**src/rtl/reverb_pkg.sv**
```systemverilog
// Purpose: shared types, constants and helpers for the reverb tap scheduler.
// Latency: n/a (package only).
// Backpressure: n/a (package only).
package reverb_pkg;

  // Scheduler sequence: memory clear, wait for a sample, tap reads, write-back, output.
  typedef enum logic [2:0] {
    CLEAR,
    IDLE,
    RD,
    WR,
    DONE
  } state_t;

  localparam int GAIN_BITS  = 8;  // unsigned Q0.8 tap gain
  localparam int GAIN_SHIFT = 8;  // drops the Q0.8 fraction from the tap sum

  // Accumulator width: one signed x unsigned product plus growth for NUM_TAPS additions.
  function automatic int acc_bits(input int data_bits, input int num_taps);
    return data_bits + GAIN_BITS + $clog2(num_taps);
  endfunction

  // Saturation test against a signed range of 'bits' bits.
  // Returns {above_max, below_min}; the caller substitutes the clamp value.
  function automatic logic [1:0] sat_code(input logic signed [63:0] v, input int bits);
    logic signed [63:0] hi;
    logic signed [63:0] lo;
    hi = (64'sd1 <<< (bits - 1)) - 64'sd1;
    lo = -hi - 64'sd1;
    return {(v > hi), (v < lo)};
  endfunction

endpackage

```
**src/rtl/reverb_tap_mac.sv**
```systemverilog
// Purpose: registered signed sample x unsigned gain multiply-accumulate with clear/enable.
// Latency: product lands in acc one cycle after en; clr zeroes acc on the next edge.
// Backpressure: none; en qualifies every operand pair.
// Ports: clk/rst_n, clr (priority over en), en, sample (signed), gain (unsigned), acc (signed sum).
module reverb_tap_mac
  import reverb_pkg::*;
#(
  parameter int DATA_BITS = 16,
  parameter int ACC_BITS  = 26
) (
  input  logic                        clk,
  input  logic                        rst_n,
  input  logic                        clr,
  input  logic                        en,
  input  logic signed [DATA_BITS-1:0] sample,
  input  logic        [GAIN_BITS-1:0] gain,
  output logic signed [ACC_BITS-1:0]  acc
);

  localparam int PROD_BITS = DATA_BITS + GAIN_BITS + 1;

  logic signed [PROD_BITS-1:0] prod;

  // Gain gets a zero sign bit so the multiply stays signed x unsigned.
  assign prod = PROD_BITS'(sample) * $signed({{(DATA_BITS + 1){1'b0}}, gain});

  always_ff @(posedge clk or negedge rst_n) begin
    if (!rst_n) begin
      acc <= '0;
    end else if (clr) begin
      acc <= '0;
    end else if (en) begin
      acc <= acc + ACC_BITS'(prod);
    end
  end

endmodule

```
**src/rtl/reverb_tap_scheduler.sv**
```systemverilog
// Purpose: sequences one shared delay RAM: post-reset clear, NUM_TAPS tap reads, write-back, mix.
// Latency: sample_valid -> dout_valid is NUM_TAPS+3 cycles; RAM clear takes 2**ADDR_BITS cycles.
// Backpressure: busy high while clearing or processing; samples arriving then are dropped with overrun.
// Ports: sample_valid/din in; tap_delay/tap_gain config (latched per sample);
//        mem_addr/mem_we/mem_wdata/mem_rdata to an external 1-cycle RAM; dout/dout_valid, busy, overrun out.
module reverb_tap_scheduler
  import reverb_pkg::*;
#(
  parameter int DATA_BITS = 16,
  parameter int ADDR_BITS = 10,
  parameter int NUM_TAPS  = 4
) (
  input  logic                            clk,
  input  logic                            rst_n,
  input  logic                            sample_valid,
  input  logic signed [DATA_BITS-1:0]     din,
  input  logic [NUM_TAPS*ADDR_BITS-1:0]   tap_delay,
  input  logic [NUM_TAPS*GAIN_BITS-1:0]   tap_gain,
  output logic [ADDR_BITS-1:0]            mem_addr,
  output logic                            mem_we,
  output logic [DATA_BITS-1:0]            mem_wdata,
  input  logic signed [DATA_BITS-1:0]     mem_rdata,
  output logic signed [DATA_BITS-1:0]     dout,
  output logic                            dout_valid,
  output logic                            busy,
  output logic                            overrun
);

  localparam int ACC_BITS = acc_bits(DATA_BITS, NUM_TAPS);
  localparam int KW       = $clog2(NUM_TAPS + 1);
  localparam logic [KW-1:0]        K_LAST    = KW'(NUM_TAPS - 1);
  localparam logic [ADDR_BITS-1:0] ADDR_LAST = '1;
  localparam logic signed [DATA_BITS-1:0] DMAX = {1'b0, {(DATA_BITS - 1){1'b1}}};
  localparam logic signed [DATA_BITS-1:0] DMIN = {1'b1, {(DATA_BITS - 1){1'b0}}};

  state_t state, state_nx;

  logic [ADDR_BITS-1:0]          wr_ptr;
  logic [ADDR_BITS-1:0]          clr_cnt;
  logic [KW-1:0]                 k;
  logic [KW-1:0]                 rd_k;
  logic                          rd_vld;
  logic                          rd_dis;
  logic signed [DATA_BITS-1:0]   din_q;
  logic [NUM_TAPS*ADDR_BITS-1:0] delay_q;
  logic [NUM_TAPS*GAIN_BITS-1:0] gain_q;
  logic                          accept;
  logic [ADDR_BITS-1:0]          cur_delay;
  logic [GAIN_BITS-1:0]          mac_gain;
  logic signed [ACC_BITS-1:0]    acc;
  logic signed [ACC_BITS:0]      sum;
  logic [1:0]                    sat;
  logic signed [DATA_BITS-1:0]   sat_d;

  assign accept    = (state == IDLE) && sample_valid;
  assign cur_delay = delay_q[k*ADDR_BITS +: ADDR_BITS];

  // rd_k/rd_dis trail the address by one cycle so the gain lines up with mem_rdata.
  // A disabled tap still spends its cycle but feeds a zero gain.
  assign mac_gain = rd_dis ? '0 : gain_q[rd_k*GAIN_BITS +: GAIN_BITS];

  // Dry sample plus wet taps with the Q0.8 fraction dropped (floor via arithmetic shift).
  assign sum   = (ACC_BITS + 1)'(din_q) + (ACC_BITS + 1)'(acc >>> GAIN_SHIFT);
  assign sat   = sat_code(64'(sum), DATA_BITS);
  assign sat_d = sat[1] ? DMAX : (sat[0] ? DMIN : sum[DATA_BITS-1:0]);

  reverb_tap_mac #(
    .DATA_BITS(DATA_BITS),
    .ACC_BITS (ACC_BITS)
  ) u_mac (
    .clk   (clk),
    .rst_n (rst_n),
    .clr   (accept),
    .en    (rd_vld),
    .sample(mem_rdata),
    .gain  (mac_gain),
    .acc   (acc)
  );

  always_ff @(posedge clk or negedge rst_n) begin
    if (!rst_n) begin
      state <= CLEAR;
    end else begin
      state <= state_nx;
    end
  end

  always_comb begin
    state_nx  = state;
    mem_addr  = '0;
    mem_we    = 1'b0;
    mem_wdata = '0;
    busy      = 1'b1;
    case (state)
      CLEAR: begin
        mem_we   = 1'b1;
        mem_addr = clr_cnt;
        if (clr_cnt == ADDR_LAST) state_nx = IDLE;
      end
      IDLE: begin
        busy = 1'b0;
        if (sample_valid) state_nx = RD;
      end
      RD: begin
        // Modular subtraction wraps naturally at the RAM depth.
        mem_addr = wr_ptr - cur_delay;
        if (k == K_LAST) state_nx = WR;
      end
      WR: begin
        mem_addr  = wr_ptr;
        mem_we    = 1'b1;
        mem_wdata = din_q;
        state_nx  = DONE;
      end
      DONE: begin
        state_nx = IDLE;
      end
      default: begin
        state_nx = CLEAR;
      end
    endcase
  end

  always_ff @(posedge clk or negedge rst_n) begin
    if (!rst_n) begin
      wr_ptr     <= '0;
      clr_cnt    <= '0;
      k          <= '0;
      rd_k       <= '0;
      rd_vld     <= 1'b0;
      rd_dis     <= 1'b0;
      din_q      <= '0;
      delay_q    <= '0;
      gain_q     <= '0;
      dout       <= '0;
      dout_valid <= 1'b0;
      overrun    <= 1'b0;
    end else begin
      overrun    <= sample_valid && busy;
      dout_valid <= (state == DONE);
      rd_vld     <= (state == RD);
      rd_k       <= k;
      rd_dis     <= (cur_delay == '0);
      if (state == CLEAR) clr_cnt <= clr_cnt + 1'b1;
      // Config is sampled only here, so mid-sequence changes wait for the next sample.
      if (accept) begin
        din_q   <= din;
        delay_q <= tap_delay;
        gain_q  <= tap_gain;
        k       <= '0;
      end else if (state == RD) begin
        k <= k + 1'b1;
      end
      if (state == WR) wr_ptr <= wr_ptr + 1'b1;
      if (state == DONE) dout <= sat_d;
    end
  end

endmodule

```
**config.mk**
```make
export PLATFORM = sky130hd
export DESIGN_NAME = reverb_tap_scheduler
export DESIGN_NICKNAME = d
export VERILOG_FILES = /design/src/rtl/reverb_pkg.sv /design/src/rtl/reverb_tap_mac.sv /design/src/rtl/reverb_tap_scheduler.sv
export SDC_FILE = /design/constraint.sdc
export NUM_CORES = 1
export LEC_CHECK = 0
export ABC_CLOCK_PERIOD_IN_PS = 6800
export BUFFER_PORTS_ARGS = -buffer_cell sky130_fd_sc_hd__buf_4
export CAP_MARGIN = 20
export CORE_MARGIN = 2
export CORE_UTILIZATION = 40
export DETAILED_ROUTE_END_ITERATION = 6
export PLACE_DENSITY_LB_ADDON = 0.05
export SYNTH_ARGS = -nofsm -noshare
export SYNTH_HDL_FRONTEND = slang
export SYNTH_SLANG_ARGS = --single-unit
```
**constraint.sdc**
```tcl
create_clock -name clk -period 6.8 [get_ports clk]
set_clock_uncertainty 0.05 [all_clocks]
set_input_delay 1.02 -clock clk [delete_from_list [all_inputs] [get_ports clk]]
set_output_delay 1.02 -clock clk [all_outputs]
set_load 0.03 [all_outputs]
```
==> run_results.csv <==
group,metric,value,unit
worst_setup_path,worst_setup_path_start_kind,"flip-flop",
finish,final_cell_mix,"371 x nand2_1, 186 x inv_1, 183 x buf_4, 162 x dfrtp_1, 126 x fa_1",
finish,final_common_cell,"nand2_1",
place,dpl_cell_area,15600,um^2
global_routing,grt_remaining_overflow,0,
place,gp_congestion,0.926,
clock_network,ctsLongestPathBuffers,2,
outcome,status,"complete, no violations",
finish,area_delta_synth_final,17.1,%
die,die_area,36300,um^2
worst_setup_path,crit_required,7130,ps
synthesis,syn-cell-area,13900,um^2
sta,rsz0062_at_grt,"false",
sta,timing.fmax,155,MHz
sta,slew_headroom,30.3,%
global_routing,track_usage,19.9,%
die,dieWidth,190,um
global_routing,grt_pass1_vias,10700,
route,route.detailed.drc,0,
run,drv_cap,0,
clock_network,cts_buffers,17,
die,initial_core_util,40.4,%
worst_setup_path,rrSetupSlack,340,ps
worst_setup_path,r2r_start,"rd_k[0]",
synthesis,async_flop_share,100,%
route,dr_total_vias,10500,
synthesis,synth_xor_area_share,3.59,%
finish,diodes,0,
synthesis,synth-adder-area-share,26.3,%
sta,setup_tns,0,ps
clock_network,post_cts_buffers,0,
clock_network,h-tree-depth,4,
synthesis,synth_compound_area_share,8.54,%
synthesis,ys_types,75,
route,wl,34800,um
hold_path,min_from,"k[2]",
finish,fin_cells,2145,
die,io_pins,153,
worst_setup_path,crit_start,"rd_k[0]",
synthesis,synthFlopType,"dfrtp_1",
worst_setup_path,crit_fanout,8,
worst_setup_path,end_kind,"flip-flop",
synthesis,synth_top_cell_by_area,"dfrtp_1",
sta,post-route-period-util,95.0,%
global_routing,antenna_found_initial,0,
synthesis,synth_cells,1530,
sta,worst_pin_slew,1050,ps
route,via_per_inst,4.89,
sta,setup_viol,0,
clock_network,clkLatencyLatePin,450,ps
finish,filler_cell_count,3448,
route,drtIter0Drc,506,
clock_network,cts.clk_slew.worst_paths,70,ps
worst_setup_path,arrival,6790,ps
finish,nNetsFinal,2001,
global_routing,grt_pass1_wl,56500,um
synthesis,ys_warn_count,0,
route,ant_nets,0,
place,dp_cells,2112,
worst_setup_path,path_class,"reg2reg",
route,drt-wirelength-per-cell,16.2,um
synthesis,synth_top_area_share,29.3,%
synthesis,synth-edff-count,0,
synthesis,seq_area_frac_synth,29.3,%
place,placement.io_buffers,152,
clock_network,cts_tree,"done",
place,hpwl,27200,um
clock_network,cts_root_buf,"clkbuf_16",
global_routing,grt_max_degree,97,
route,drt_pass1_iterations,5,
synthesis,syn_area_per_cell,9.08,um^2
die,die_y,190,um
hold_path,hp-class,"reg2reg",
finish,drive_gt1_share,16.4,%
sta,period_needed,6460,ps
synthesis,synth-simple-area-share,20.6,%
die,core,34400,um^2
synthesis,synth_nets,1853,
synthesis,synth_seq_cells,163,
finish,fin_area,16300,um^2
synthesis,synth.area.top_cells,"dfrtp_1 29%, fa_1 18%, nand2_1 10%, ha_1 8.0%, inv_1 5.0%",
synthesis,synth_mux_area_share,4.71,%
sta,hold_viol_final,0,
synthesis,synth_top_family_by_area,"adder cells",
sta,maxSlewViolCount,0,
clock_network,clock-sinks,163,
die,rows,68,
-- registers in the layout, indices dropped and copies added, names as in the netlist --
| name | cells |
|---|---|
| state | 3 |
| wr_ptr | 10 |
| u_mac.acc | 26 |
| overrun | 1 |
| rd_k | 3 |
| din_q | 16 |
| rd_vld | 1 |
| gain_q | 32 |
| clr_cnt | 10 |
| dout | 16 |
| delay_q | 40 |
| k | 3 |
| dout_valid | 1 |
| rd_dis | 1 |
-- path summary, 6_finish.rpt --
| check | depth (start not counted) | endpoint |
|---|---|---|
| setup / recovery | 22 | u_mac.acc[25] |
| hold / removal | 0 | rd_k[2] |
| setup reg to reg | 22 | u_mac.acc[25] |
| hold reg to reg | 0 | rd_k[2] |
| max in group asynchronous | 2 | rd_k[0] |
| min in group asynchronous | 1 | delay_q[24] |
-- worst max-delay path, stage by stage, from the launching register on --
cell and delay (ps):
dfrtp_2 450, mux4_2 520, nor2b_1 250, buf_4 200, and2_1 170, fa_1 440
fa_1 560, inv_1 60, fa_1 480, inv_1 50, fa_1 530, inv_1 80
fa_1 500, inv_1 40, ha_1 250, a2111o_1 390, o21ai_1 210, a31oi_2 190
a31oi_2 280, o31ai_1 110, a21oi_1 170, mux2i_1 230, mux2i_1 190
-- stage by stage --
step           util, %  hold WS [ps]  setup slack [ps]
2_1_floorplan        -           324               534
3_3_place_gp      45.4           359               354
3_5_place_dp      45.4           358               174
4_1_cts           47.2           375               164
5_1_grt           47.3           378              1.46
6_report          47.3           365               339
-- Yosys cell counts (4+ instances only) --
cell      count
a211oi_1      9
a21o_1       14
a21oi_1      45
a21oi_2       7
a21oi_4       4
a22oi_1       5
a31oi_1       8
and2_1       76
and3_1       20
clkbuf_1     49
dfrtp_1     163
fa_1        127
ha_1         89
inv_1       186
mux2i_1      20
mux4_2       18
nand2_1     372
nand2b_1     10
nand3_1      14
nand4_1       8
nor2_1       78
nor2b_1      13
nor3_1       15
o211ai_1      4
o21a_1       12
o21ai_0      27
o31ai_1       6
or2_2         4
or3_1         5
xnor2_1      44
xor2_1       13
-- cell families after synthesis --
kind of cell,count (synthesis)
and+or+nand+nor,636
buffers and inverters,244
adders and majority gates,216
AOI/OAI and AO/OA,172
DFF,163
xor gates and xnor gates,57
muxes,42
-- layer usage --
| layer | vias up | track usage (%) | part of all wire, % |
|---|---|---|---|
| met3 | 27 | 3.13 | 3.5 |
| met4 | 0 | 4.92 | 1.4 |
| met2 | 184 | 32.3 | 47 |
| li1 | 5188 | - | - |
| met5 | - | 0 | 0 |
| met1 | 5084 | 28.0 | 48 |
-- area by class of cell --
| type | instances | area [um^2] | share of cell area [%] |
|---|---|---|---|
| multi-input combinational | 1123 | 8890 | 54.7 |
| sequential | 163 | 4080 | 25.1 |
| timing repair buffer | 186 | 1420 | 8.71 |
| inverter | 187 | 702 | 4.31 |
| tap | 455 | 569 | 3.50 |
| clock buffer | 21 | 460 | 2.83 |
| clock inverter | 10 | 149 | 0.915 |
-- timing repair --
action	4_1_cts	5_1_grt
hold buffers	0	0
setup endpoints to repair	0	10
resized for setup	0	7
Power is left out: the tool's default activity adds up to more than one toggle a clock period on the data nets, which glitch-free logic cannot reach.
